--- src/rtl/lcd_pkg.sv ---
// Shared definitions for the HD44780 LCD controller.
// Holds the FSM state encoding, the power-on init command table and the
// opcodes that need the long post-pulse wait.
package lcd_pkg;

    typedef enum logic [2:0] {
        ST_PWRUP = 3'd0,
        ST_INIT  = 3'd1,
        ST_IDLE  = 3'd2,
        ST_SETUP = 3'd3,
        ST_PULSE = 3'd4,
        ST_WAIT  = 3'd5
    } state_t;

    localparam logic [7:0] CMD_CLEAR = 8'h01;
    localparam logic [7:0] CMD_HOME  = 8'h02;
    localparam int         INIT_LEN  = 4;

    // Init sequence: 8-bit bus/2 lines, display on, clear, entry mode increment
    function automatic logic [7:0] init_cmd(input logic [1:0] idx);
        logic [7:0] cmd;
        case (idx)
            2'd0:    cmd = 8'h38;
            2'd1:    cmd = 8'h0C;
            2'd2:    cmd = 8'h01;
            default: cmd = 8'h06;
        endcase
        return cmd;
    endfunction

    // Clear and home are the only instructions that need the long wait
    function automatic logic is_long_cmd(input logic rs, input logic [7:0] b);
        return !rs && ((b == CMD_CLEAR) || (b == CMD_HOME));
    endfunction

endpackage

--- src/rtl/lcd_fifo.sv ---
// Write buffer between the processor strobe and the LCD sequencer.
// Push is accepted only when not full (a push alongside a pop on a full
// buffer is dropped); the head entry is presented combinationally.
module lcd_fifo #(
    parameter  int DEPTH = 16,
    parameter  int WIDTH = 9,
    localparam int AW    = $clog2(DEPTH)
) (
    input  logic             clock,
    input  logic             reset,
    input  logic             push,
    input  logic [WIDTH-1:0] wdata,
    input  logic             pop,
    output logic [WIDTH-1:0] rdata,
    output logic             full,
    output logic             empty,
    output logic [AW:0]      count
);

    logic [WIDTH-1:0] r_mem [DEPTH];
    logic [AW-1:0]    r_wr_ptr;
    logic [AW-1:0]    r_rd_ptr;
    logic [AW:0]      r_count;
    logic             w_push_ok;
    logic             w_pop_ok;

    assign full      = (r_count == (AW+1)'(DEPTH));
    assign empty     = (r_count == '0);
    assign count     = r_count;
    assign rdata     = r_mem[r_rd_ptr];
    assign w_push_ok = push & ~full;
    assign w_pop_ok  = pop & ~empty;

    // Storage array; contents need no reset since the pointers define validity
    always_ff @(posedge clock) begin
        if (w_push_ok) begin
            r_mem[r_wr_ptr] <= wdata;
        end
    end

    // Pointers wrap naturally at DEPTH; count tracks occupancy
    always_ff @(posedge clock) begin
        if (reset) begin
            r_wr_ptr <= '0;
            r_rd_ptr <= '0;
            r_count  <= '0;
        end else begin
            if (w_push_ok) r_wr_ptr <= r_wr_ptr + AW'(1);
            if (w_pop_ok)  r_rd_ptr <= r_rd_ptr + AW'(1);
            case ({w_push_ok, w_pop_ok})
                2'b10:   r_count <= r_count + (AW+1)'(1);
                2'b01:   r_count <= r_count - (AW+1)'(1);
                default: r_count <= r_count;
            endcase
        end
    end

endmodule

--- src/rtl/lcd_controller.sv ---
// HD44780 8-bit write-only controller: power-up delay, init sequence, then
// drains a write buffer. Strobe-to-EN latency is 3 cycles from an empty buffer.
// Writes are buffered at any time; ready drops when the buffer is full or init pending.
module lcd_controller
    import lcd_pkg::*;
#(
    parameter int EN_CYC     = 25,
    parameter int CMD_WAIT   = 2500,
    parameter int CLR_WAIT   = 100000,
    parameter int PWRUP_WAIT = 750000,
    parameter int FIFO_DEPTH = 16
) (
    input  logic        clock,
    input  logic        reset,
    input  logic        lcd_write,
    input  logic [31:0] lcd_data,
    output logic        ready,
    output logic        overflow,
    output logic [7:0]  LCD_DATA,
    output logic        LCD_RS,
    output logic        LCD_RW,
    output logic        LCD_EN,
    output logic        LCD_ON
);

    localparam int AW = $clog2(FIFO_DEPTH);

    state_t      r_state;
    logic [19:0] r_cnt;
    logic [1:0]  r_init_idx;
    logic        r_init_done;
    logic [7:0]  r_data;
    logic        r_rs;
    logic        r_en;
    logic        r_overflow;

    logic [8:0]  w_head;
    logic        w_full;
    logic        w_empty;
    logic [AW:0] w_count;
    logic        w_pop;
    logic [19:0] w_wait_load;
    logic        w_unused_bits;

    assign w_pop         = (r_state == ST_IDLE) & ~w_empty;
    assign w_wait_load   = is_long_cmd(r_rs, r_data) ? 20'(CLR_WAIT - 1) : 20'(CMD_WAIT - 1);
    assign w_unused_bits = &{1'b0, lcd_data[31:9], w_count};

    assign ready    = r_init_done & ~w_full;
    assign overflow = r_overflow;
    assign LCD_DATA = r_data;
    assign LCD_RS   = r_rs;
    assign LCD_RW   = 1'b0;
    assign LCD_EN   = r_en;
    assign LCD_ON   = 1'b1;

    lcd_fifo #(
        .DEPTH (FIFO_DEPTH),
        .WIDTH (9)
    ) u_fifo (
        .clock (clock),
        .reset (reset),
        .push  (lcd_write),
        .wdata (lcd_data[8:0]),
        .pop   (w_pop),
        .rdata (w_head),
        .full  (w_full),
        .empty (w_empty),
        .count (w_count)
    );

    // Sticky flag for any strobe that found the buffer full
    always_ff @(posedge clock) begin
        if (reset) begin
            r_overflow <= 1'b0;
        end else if (lcd_write && w_full) begin
            r_overflow <= 1'b1;
        end
    end

    // Sequencer: one shared down-counter times power-up, EN pulse and post-pulse wait
    always_ff @(posedge clock) begin
        if (reset) begin
            r_state     <= ST_PWRUP;
            r_cnt       <= 20'(PWRUP_WAIT - 1);
            r_init_idx  <= 2'd0;
            r_init_done <= 1'b0;
            r_data      <= 8'h00;
            r_rs        <= 1'b0;
            r_en        <= 1'b0;
        end else begin
            case (r_state)
                ST_PWRUP: begin
                    if (r_cnt == 20'd0) r_state <= ST_INIT;
                    else                r_cnt   <= r_cnt - 20'd1;
                end
                ST_INIT: begin
                    r_data  <= init_cmd(r_init_idx);
                    r_rs    <= 1'b0;
                    r_state <= ST_SETUP;
                end
                ST_IDLE: begin
                    if (!w_empty) begin
                        r_data  <= w_head[7:0];
                        r_rs    <= ~w_head[8];
                        r_state <= ST_SETUP;
                    end
                end
                ST_SETUP: begin
                    r_en    <= 1'b1;
                    r_cnt   <= 20'(EN_CYC - 1);
                    r_state <= ST_PULSE;
                end
                ST_PULSE: begin
                    if (r_cnt == 20'd0) begin
                        r_en    <= 1'b0;
                        r_cnt   <= w_wait_load;
                        r_state <= ST_WAIT;
                    end else begin
                        r_cnt <= r_cnt - 20'd1;
                    end
                end
                ST_WAIT: begin
                    if (r_cnt != 20'd0) begin
                        r_cnt <= r_cnt - 20'd1;
                    end else if (r_init_done) begin
                        r_state <= ST_IDLE;
                    end else if (r_init_idx == 2'(INIT_LEN - 1)) begin
                        r_init_done <= 1'b1;
                        r_state     <= ST_IDLE;
                    end else begin
                        r_init_idx <= r_init_idx + 2'd1;
                        r_state    <= ST_INIT;
                    end
                end
                default: r_state <= ST_PWRUP;
            endcase
        end
    end

endmodule
--- config.mk ---
export PLATFORM = sky130hd
export DESIGN_NAME = lcd_controller
export DESIGN_NICKNAME = d
export VERILOG_FILES = /design/src/rtl/lcd_pkg.sv /design/src/rtl/lcd_fifo.sv /design/src/rtl/lcd_controller.sv
export SDC_FILE = /design/constraint.sdc
export NUM_CORES = 1
export LEC_CHECK = 0
export CAP_MARGIN = 0
export CORE_ASPECT_RATIO = 1.4
export CORE_MARGIN = 2
export CORE_UTILIZATION = 40
export CTS_CLUSTER_DIAMETER = 200
export DETAILED_ROUTE_END_ITERATION = 7
export HOLD_SLACK_MARGIN = 0.06
export SYNTH_ARGS = -nofsm -noshare
export SYNTH_HDL_FRONTEND = slang
export SYNTH_SLANG_ARGS = --single-unit
--- constraint.sdc ---
create_clock -name clock -period 8.2 [get_ports clock]
set_clock_uncertainty 0.05 [all_clocks]
set_input_delay 1.64 -clock clock [delete_from_list [all_inputs] [get_ports clock]]
set_output_delay 1.64 -clock clock [all_outputs]
set_load 0.05 [all_outputs]
Yosys cells after proc, flatten, opt, wreduce, memory -nomap -nowiden
Memories as Yosys holds them, arrays and structs flattened. A register that Yosys moved wholly into a read port is not among the register bits.
Index checks and enable logic that the tools add are counted.

word-level totals
  register bits after elaboration = 50
  bits in writable memories = 144
  input bits = 35
  output and inout port bits = 14
  word-level logic and storage cells = 92
  memories kept = 1

memories
  name          depth  bits a word  rd ports  clocked after Yosys merged registers in  write ports  RTL line        source
  u_fifo.r_mem  16     9            1         1                                        1            lcd_fifo.sv:20  logic [WIDTH-1:0] r_mem [DEPTH];

cells by class
  add/subtract/negate cells = 6
  eq/ne operators = 19
  multiplexer cells = 26
  bitwise operators = 10
  reduce and logical (&&, ||, !) cells = 19

operators by type and width
  cell                     count
  $pmux W20 S4             1
  $mux W20                 3
  $logic_not A20 Y1        1
  $reduce_bool A20 Y1      1
  $sub A20 B1 Y20 const B  1
  $pmux W3 S6              1
  $pmux W6 S3              1
  $mux W17                 1
  $pmux W8 S2              1
  $mux W3                  4
  $ne A2 B2 Y1 const B     6
  $pmux W5 S2              1
  $add A4 B1 Y4 const B    2
  $eq A8 B1 Y1 const B     1
  $eq A8 B2 Y1 const B     1
  $mux W4                  2
  $mux W8                  1
  $reduce_and A4 Y1        2
  $eq A2 B2 Y1 const B     3
  $eq A3 B2 Y1 const B     2
  $eq A3 B3 Y1 const B     2
  $mux W1                  6
  $not A1 Y1               6
  $reduce_and A2 Y1        3
  18 further kinds         27

Longest topological paths before layout
  depth in word-level cells = 6
  depth in mapped cells = 11
  depth with buffers taken out = 10

Cells and area by module
From an unflattened synthesis, not the netlist that was laid out.

unflattened totals
  cells, all modules = 630
  area, all modules = 8,609.5 sq um

modules (own cells, without submodules)
  module          instances  cells an instance  area each (sq um)  sequential area each (sq um)
  lcd_fifo        1          348                6,431.2            4,664.5
  lcd_controller  1          282                2,178.3            740.7

Worst setup path before layout
Ideal clock, no wire load.

  path type = input-to-reg
  from = input lcd_write
  to = register u_fifo.r_count[4] (netlist: u_fifo.count[4])
  arrival = 3.676 ns
  required time = 8.080 ns
  setup slack = 4.404 ns
  cell stages on the path = 9
  path buffers = 0
  cell sequence = a21boi_1 inv_1 ha_1 fa_1 a21o_1 a21oi_1 xor2_1 or3_1 a21oi_1

on the way
  word-level cells in the longest chain between the ends = 3

ends and longest elaborated chain
  what                                                      RTL line              source
  start, declared                                           lcd_controller.sv:15  input logic lcd_write,
  $and A1 B1 Y1 *                                           lcd_fifo.sv:31        assign w_push_ok = push & ~full;
  $eq A2 B1 Y1 / $eq A2 B2 Y1 (equally long branches)       lcd_fifo.sv:50        case ({w_push_ok, w_pop_ok})
  $pmux W5 S2 / $reduce_bool A2 Y1 (equally long branches)  n/a
  end signal, assigned                                      lcd_fifo.sv:51        2'b10: r_count <= r_count + (AW+1)'(1);
  end signal, assigned                                      lcd_fifo.sv:52        2'b01: r_count <= r_count - (AW+1)'(1);
  end signal, assigned                                      lcd_fifo.sv:53        default: r_count <= r_count;
  end, declared                                             lcd_fifo.sv:23        logic [AW:0] r_count;

Mark *: on every way between the ends. The rest lies on a longest branch, timed or not.
A chain may end at the register's enable or synchronous reset.

Final worst setup path
Same ends and word-level chain as after synthesis.

==> run_summary.xml <==
<?xml version="1.0" encoding="UTF-8"?>
<metrics>
  <group name="global_routing">
    <metric name="global_route_wire_length_before_repair" unit="microns">27700</metric>
    <metric name="antenna_violations_before_repair" unit="">0</metric>
    <metric name="globalRouteTotalUtil" unit="%">16.1</metric>
    <metric name="grt_max_degree" unit="">40</metric>
    <metric name="via_count_of_the_first_global_routing_pass" unit="">5118</metric>
    <metric name="grt.overflow.total" unit="">0</metric>
  </group>
  <group name="floorplanning">
    <metric name="floorplan.die.height" unit="microns">175</metric>
    <metric name="floorplan_die_area" unit="sq um">22200</metric>
    <metric name="die_w" unit="microns">126</metric>
    <metric name="row_count" unit="">62</metric>
    <metric name="initial_utilization" unit="%">40.9</metric>
    <metric name="boundaryPins" unit="">49</metric>
    <metric name="placeableCoreArea" unit="sq um">20600</metric>
  </group>
  <group name="synthesis">
    <metric name="synth_ff_type" unit="">edfxtp_1</metric>
    <metric name="mappedNetlistArea" unit="sq um">8400</metric>
    <metric name="yosysMostFrequentCell" unit="">edfxtp_1</metric>
    <metric name="synth-async-reset-ratio" unit="%">0</metric>
    <metric name="synth-warning-count" unit="">0</metric>
    <metric name="synth_cells" unit="">566</metric>
    <metric name="postSynthAreaPerCell" unit="sq um">14.8</metric>
    <metric name="netlist.top_cell.by_area" unit="">edfxtp_1</metric>
    <metric name="synth_seq_cells" unit="">198</metric>
    <metric name="fraction_of_post_synthesis_cell_area_in_the_top_cell_type_by_area" unit="%">51.5</metric>
    <metric name="ys_top_cells_by_count" unit="">edfxtp_1, dfxtp_1, nor2_1</metric>
    <metric name="synth.distinct_cells" unit="">65</metric>
    <metric name="synth_seq_area_share" unit="%">64.3</metric>
    <metric name="synth.area.top_cells" unit="">edfxtp_1, dfxtp_1, mux4_2</metric>
    <metric name="synth_enable_flop_cells" unit="">144</metric>
    <metric name="synth.net_count" unit="">618</metric>
  </group>
  <group name="drt">
    <metric name="avgViaCountPerCell" unit="">5.75</metric>
    <metric name="drtIter0Drc" unit="">615</metric>
    <metric name="post_drt_wl_per_cell" unit="microns">20.0</metric>
    <metric name="routed-via-count" unit="">4905</metric>
    <metric name="drc" unit="">0</metric>
    <metric name="final_antenna_net_count" unit="">0</metric>
    <metric name="drt_pre_antenna_iters" unit="">6</metric>
    <metric name="postRouteWirelength" unit="microns">17000</metric>
  </group>
  <group name="setup_path">
    <metric name="critical-path-slowest-cell" unit="">a21boi_1</metric>
    <metric name="reg2reg_setup_slack" unit="ns">4.95</metric>
    <metric name="critPathMaxStageDelay" unit="ns">0.67</metric>
    <metric name="worst_setup_path_start_kind" unit="">input port</metric>
    <metric name="category_of_the_worst_setup_path_capture_point" unit="">flip-flop</metric>
    <metric name="worstReg2RegEnd" unit="">u_fifo.count[4]</metric>
    <metric name="worstReg2RegStart" unit="">r_state[1]</metric>
    <metric name="critPathBufInv" unit="">2</metric>
    <metric name="required" unit="ns">8.51</metric>
    <metric name="crit_chain" unit="">clkdlybuf4s50_1 -&gt; a21boi_1 -&gt; inv_1 -&gt; ha_1 -&gt; fa_1 -&gt; a21o_1 -&gt; a21oi_1 -&gt; xor2_1 -&gt; or3_1 -&gt; a21oi_1</metric>
    <metric name="cell_family_with_the_largest_share_of_critical_path_delay" unit="">compound AO/OA/AOI/OAI gates</metric>
    <metric name="critical_path.max_fanout" unit="">9</metric>
    <metric name="worst_path_most_repeated_cell" unit="">a21oi_1</metric>
    <metric name="timing.setup.critical_path_class" unit="">in -&gt; reg</metric>
    <metric name="worstRegToRegCells" unit="">9</metric>
    <metric name="worstPathArrival" unit="ns">4.58</metric>
  </group>
  <group name="cts">
    <metric name="cts_hold_repair.buffers" unit="">0</metric>
    <metric name="insertion_delay" unit="ns">0.43</metric>
    <metric name="cts.htree.levels" unit="">4</metric>
    <metric name="cts_root_buffer" unit="">clkbuf_16</metric>
    <metric name="post_cts_buffers" unit="">0</metric>
    <metric name="ctsLongestPathBuffers" unit="">2</metric>
    <metric name="cts-resized-gates" unit="">0</metric>
    <metric name="clock_sinks" unit="">198</metric>
    <metric name="tritoncts" unit="">built</metric>
    <metric name="cts_buffers" unit="">17</metric>
    <metric name="clk_pin_slew_worst_setup_hold_paths" unit="ns">0.07</metric>
  </group>
  <group name="sta">
    <metric name="timing.final.crit_share" unit="%">52.1</metric>
    <metric name="final_hold_viol_count" unit="">0</metric>
    <metric name="setup_total_negative_slack" unit="ns">0</metric>
    <metric name="worst-slew-pin-transition" unit="ns">1.18</metric>
    <metric name="fmax" unit="MHz">234</metric>
    <metric name="min_period" unit="ns">4.27</metric>
    <metric name="rsz0062_at_grt" unit="">false</metric>
    <metric name="timing.final.max_slew_violations" unit="">0</metric>
    <metric name="setup_violations" unit="">0</metric>
    <metric name="max_slew_margin" unit="%">21.4</metric>
  </group>
  <group name="placed_design">
    <metric name="dp_cells" unit="">821</metric>
    <metric name="dp_hpwl" unit="microns">11500</metric>
    <metric name="gp_routability_congestion" unit="">0.831</metric>
    <metric name="buffer_ports.inserted" unit="">23</metric>
    <metric name="placedInstanceArea" unit="sq um">8870</metric>
  </group>
  <group name="cells_and_area">
    <metric name="areaGrowthSynthToFinish" unit="%">12.4</metric>
    <metric name="insertedDiodeCount" unit="">0</metric>
    <metric name="final_nets" unit="">636</metric>
    <metric name="final_area" unit="sq um">9440</metric>
    <metric name="fraction_of_final_layout_cells_with_drive_strength_greater_than_1" unit="%">15.6</metric>
    <metric name="fill_cells" unit="">1762</metric>
    <metric name="fin_cells" unit="">853</metric>
  </group>
  <group name="pwr">
    <metric name="power_density" unit="nW/um^2">209</metric>
    <metric name="power_leakage" unit="uW">0.00305</metric>
    <metric name="p_total" unit="uW">1970</metric>
    <metric name="power.ir.vdd_worst" unit="uV">141</metric>
  </group>
  <group name="run_status">
    <metric name="outcome" unit="">completed</metric>
  </group>
  <group name="worst_hold_path">
    <metric name="min_to" unit="">overflow</metric>
    <metric name="path_type_of_the_worst_min_delay_path" unit="">reg -&gt; reg</metric>
    <metric name="hold-path-cell-count" unit="">2</metric>
    <metric name="hold_path.startpoint" unit="">overflow</metric>
  </group>
  <group name="flow_run">
    <metric name="max_cap_violations" unit="">0</metric>
  </group>
</metrics>
-- worst max-delay path by stage --
stage / start / endpoint / slack [ns] / depth (start not counted)
after detailed placement: lcd_write / u_fifo.count[4] / 3.52 / 10
after global routing: lcd_write / u_fifo.count[4] / 3.75 / 10
after global placement: lcd_write / u_fifo.count[4] / 3.59 / 10
after floorplan: lcd_write / u_fifo.count[4] / 4.40 / 9
after CTS: lcd_write / u_fifo.count[4] / 3.96 / 10
final: lcd_write / u_fifo.count[4] / 3.93 / 10
-- cell type report --
| cell class | count | area, sq um | area share (%) |
|---|---|---|---|
| clock buffer | 18 | 429 | 4.54 |
| clock inverter | 14 | 149 | 1.58 |
| inverter | 17 | 63.8 | 0.676 |
| multi-input combinational | 318 | 2780 | 29.4 |
| sequential | 198 | 5410 | 57.2 |
| tap | 256 | 320 | 3.39 |
| timing repair buffer | 32 | 298 | 3.15 |
-- stage by stage --
stage	hold WS (ns)	util, %	setup slack, ns
global placement	0.398	43.1	3.59
detailed placement	0.413	43.1	3.52
finish	0.420	45.9	3.93
global route	0.469	45.9	3.75
floorplan	0.403	-	4.40
CTS	0.431	45.9	3.96
-- power breakdown --
group          internal, uW  switching [uW]  leakage (uW)  total [uW]
clock network           452             367      0.000275         819
registers              1080            6.35       0.00174        1090
logic                  22.8            37.0       0.00104        59.8
total                  1560             411       0.00305        1970
-- cell usage in the layout, fill, tap and decap left out, types with 3 or more instances in the layout --
| master | Yosys | final |
|---|---|---|
| a31oi_1 | 9 | 9 |
| nor3_1 | 16 | 16 |
| clkinvlp_4 | 0 | 3 |
| mux4_2 | 45 | 45 |
| a2111oi_0 | 3 | 3 |
| nand3_1 | 8 | 8 |
| nand2_1 | 22 | 22 |
| xnor2_1 | 6 | 6 |
| or3_1 | 6 | 6 |
| buf_4 | 5 | 9 |
| a21oi_1 | 15 | 15 |
| a311oi_1 | 3 | 3 |
| edfxtp_1 | 144 | 144 |
| xor2_1 | 7 | 7 |
| a211o_1 | 8 | 8 |
| o21ai_0 | 22 | 22 |
| ha_1 | 16 | 16 |
| a211oi_1 | 4 | 4 |
| o21a_1 | 3 | 3 |
| mux2i_1 | 8 | 8 |
| a21o_1 | 3 | 3 |
| nor2_1 | 51 | 51 |
| clkbuf_16 | 0 | 17 |
| inv_6 | 0 | 4 |
| inv_1 | 17 | 17 |
| nand2b_1 | 3 | 3 |
| dfxtp_1 | 54 | 53 |
| nand4_1 | 4 | 4 |
| clkdlybuf4s50_1 | 0 | 23 |
| nor4_1 | 9 | 9 |
-- flip-flops by register name, summed over array words and instances (netlist names), named ones only --
| register | count |
|---|---|
| u_fifo.r_mem | 144 |
| r_cnt | 20 |
| LCD_DATA | 8 |
| u_fifo.count | 5 |
| u_fifo.r_rd_ptr | 4 |
| u_fifo.r_wr_ptr | 4 |
| r_state | 3 |
| r_init_idx | 2 |
| LCD_EN | 1 |
| LCD_RS | 1 |
| overflow | 1 |
| r_init_done | 1 |
-- metal layers --
layer  vias up  share of wire [%]  global-route usage, %
met2       145                 55                   29.2
met4         0                1.9                   5.08
met3        34                3.9                   3.17
met5         -                  0                      0
li1       2245                  -                      -
met1      2481                 40                   19.2
-- worst register-to-register path, delay by kind of cell (launching register included) --
family,cells,cell delay [ns]
AND/OR/NAND/NOR,2,0.88
AO/OA/AOI/OAI,4,0.93
XOR/XNOR,1,0.10
flip-flops,1,0.53
adder cells (fa/ha/maj),2,0.69
-- logic make-up after synthesis --
group	count (synthesis)	share of synthesized area, %
adder cells (fa/ha/maj)	17	2.62
other	2	0.0894
multiplexers	53	13.0
flip-flops	198	64.3
XOR/XNOR	13	1.36
AO/OA/AOI/OAI	94	7.66
buffers and inverters	50	2.59
AND/OR/NAND/NOR	139	8.33
Note: power is estimated with default switching activity, not from simulation.
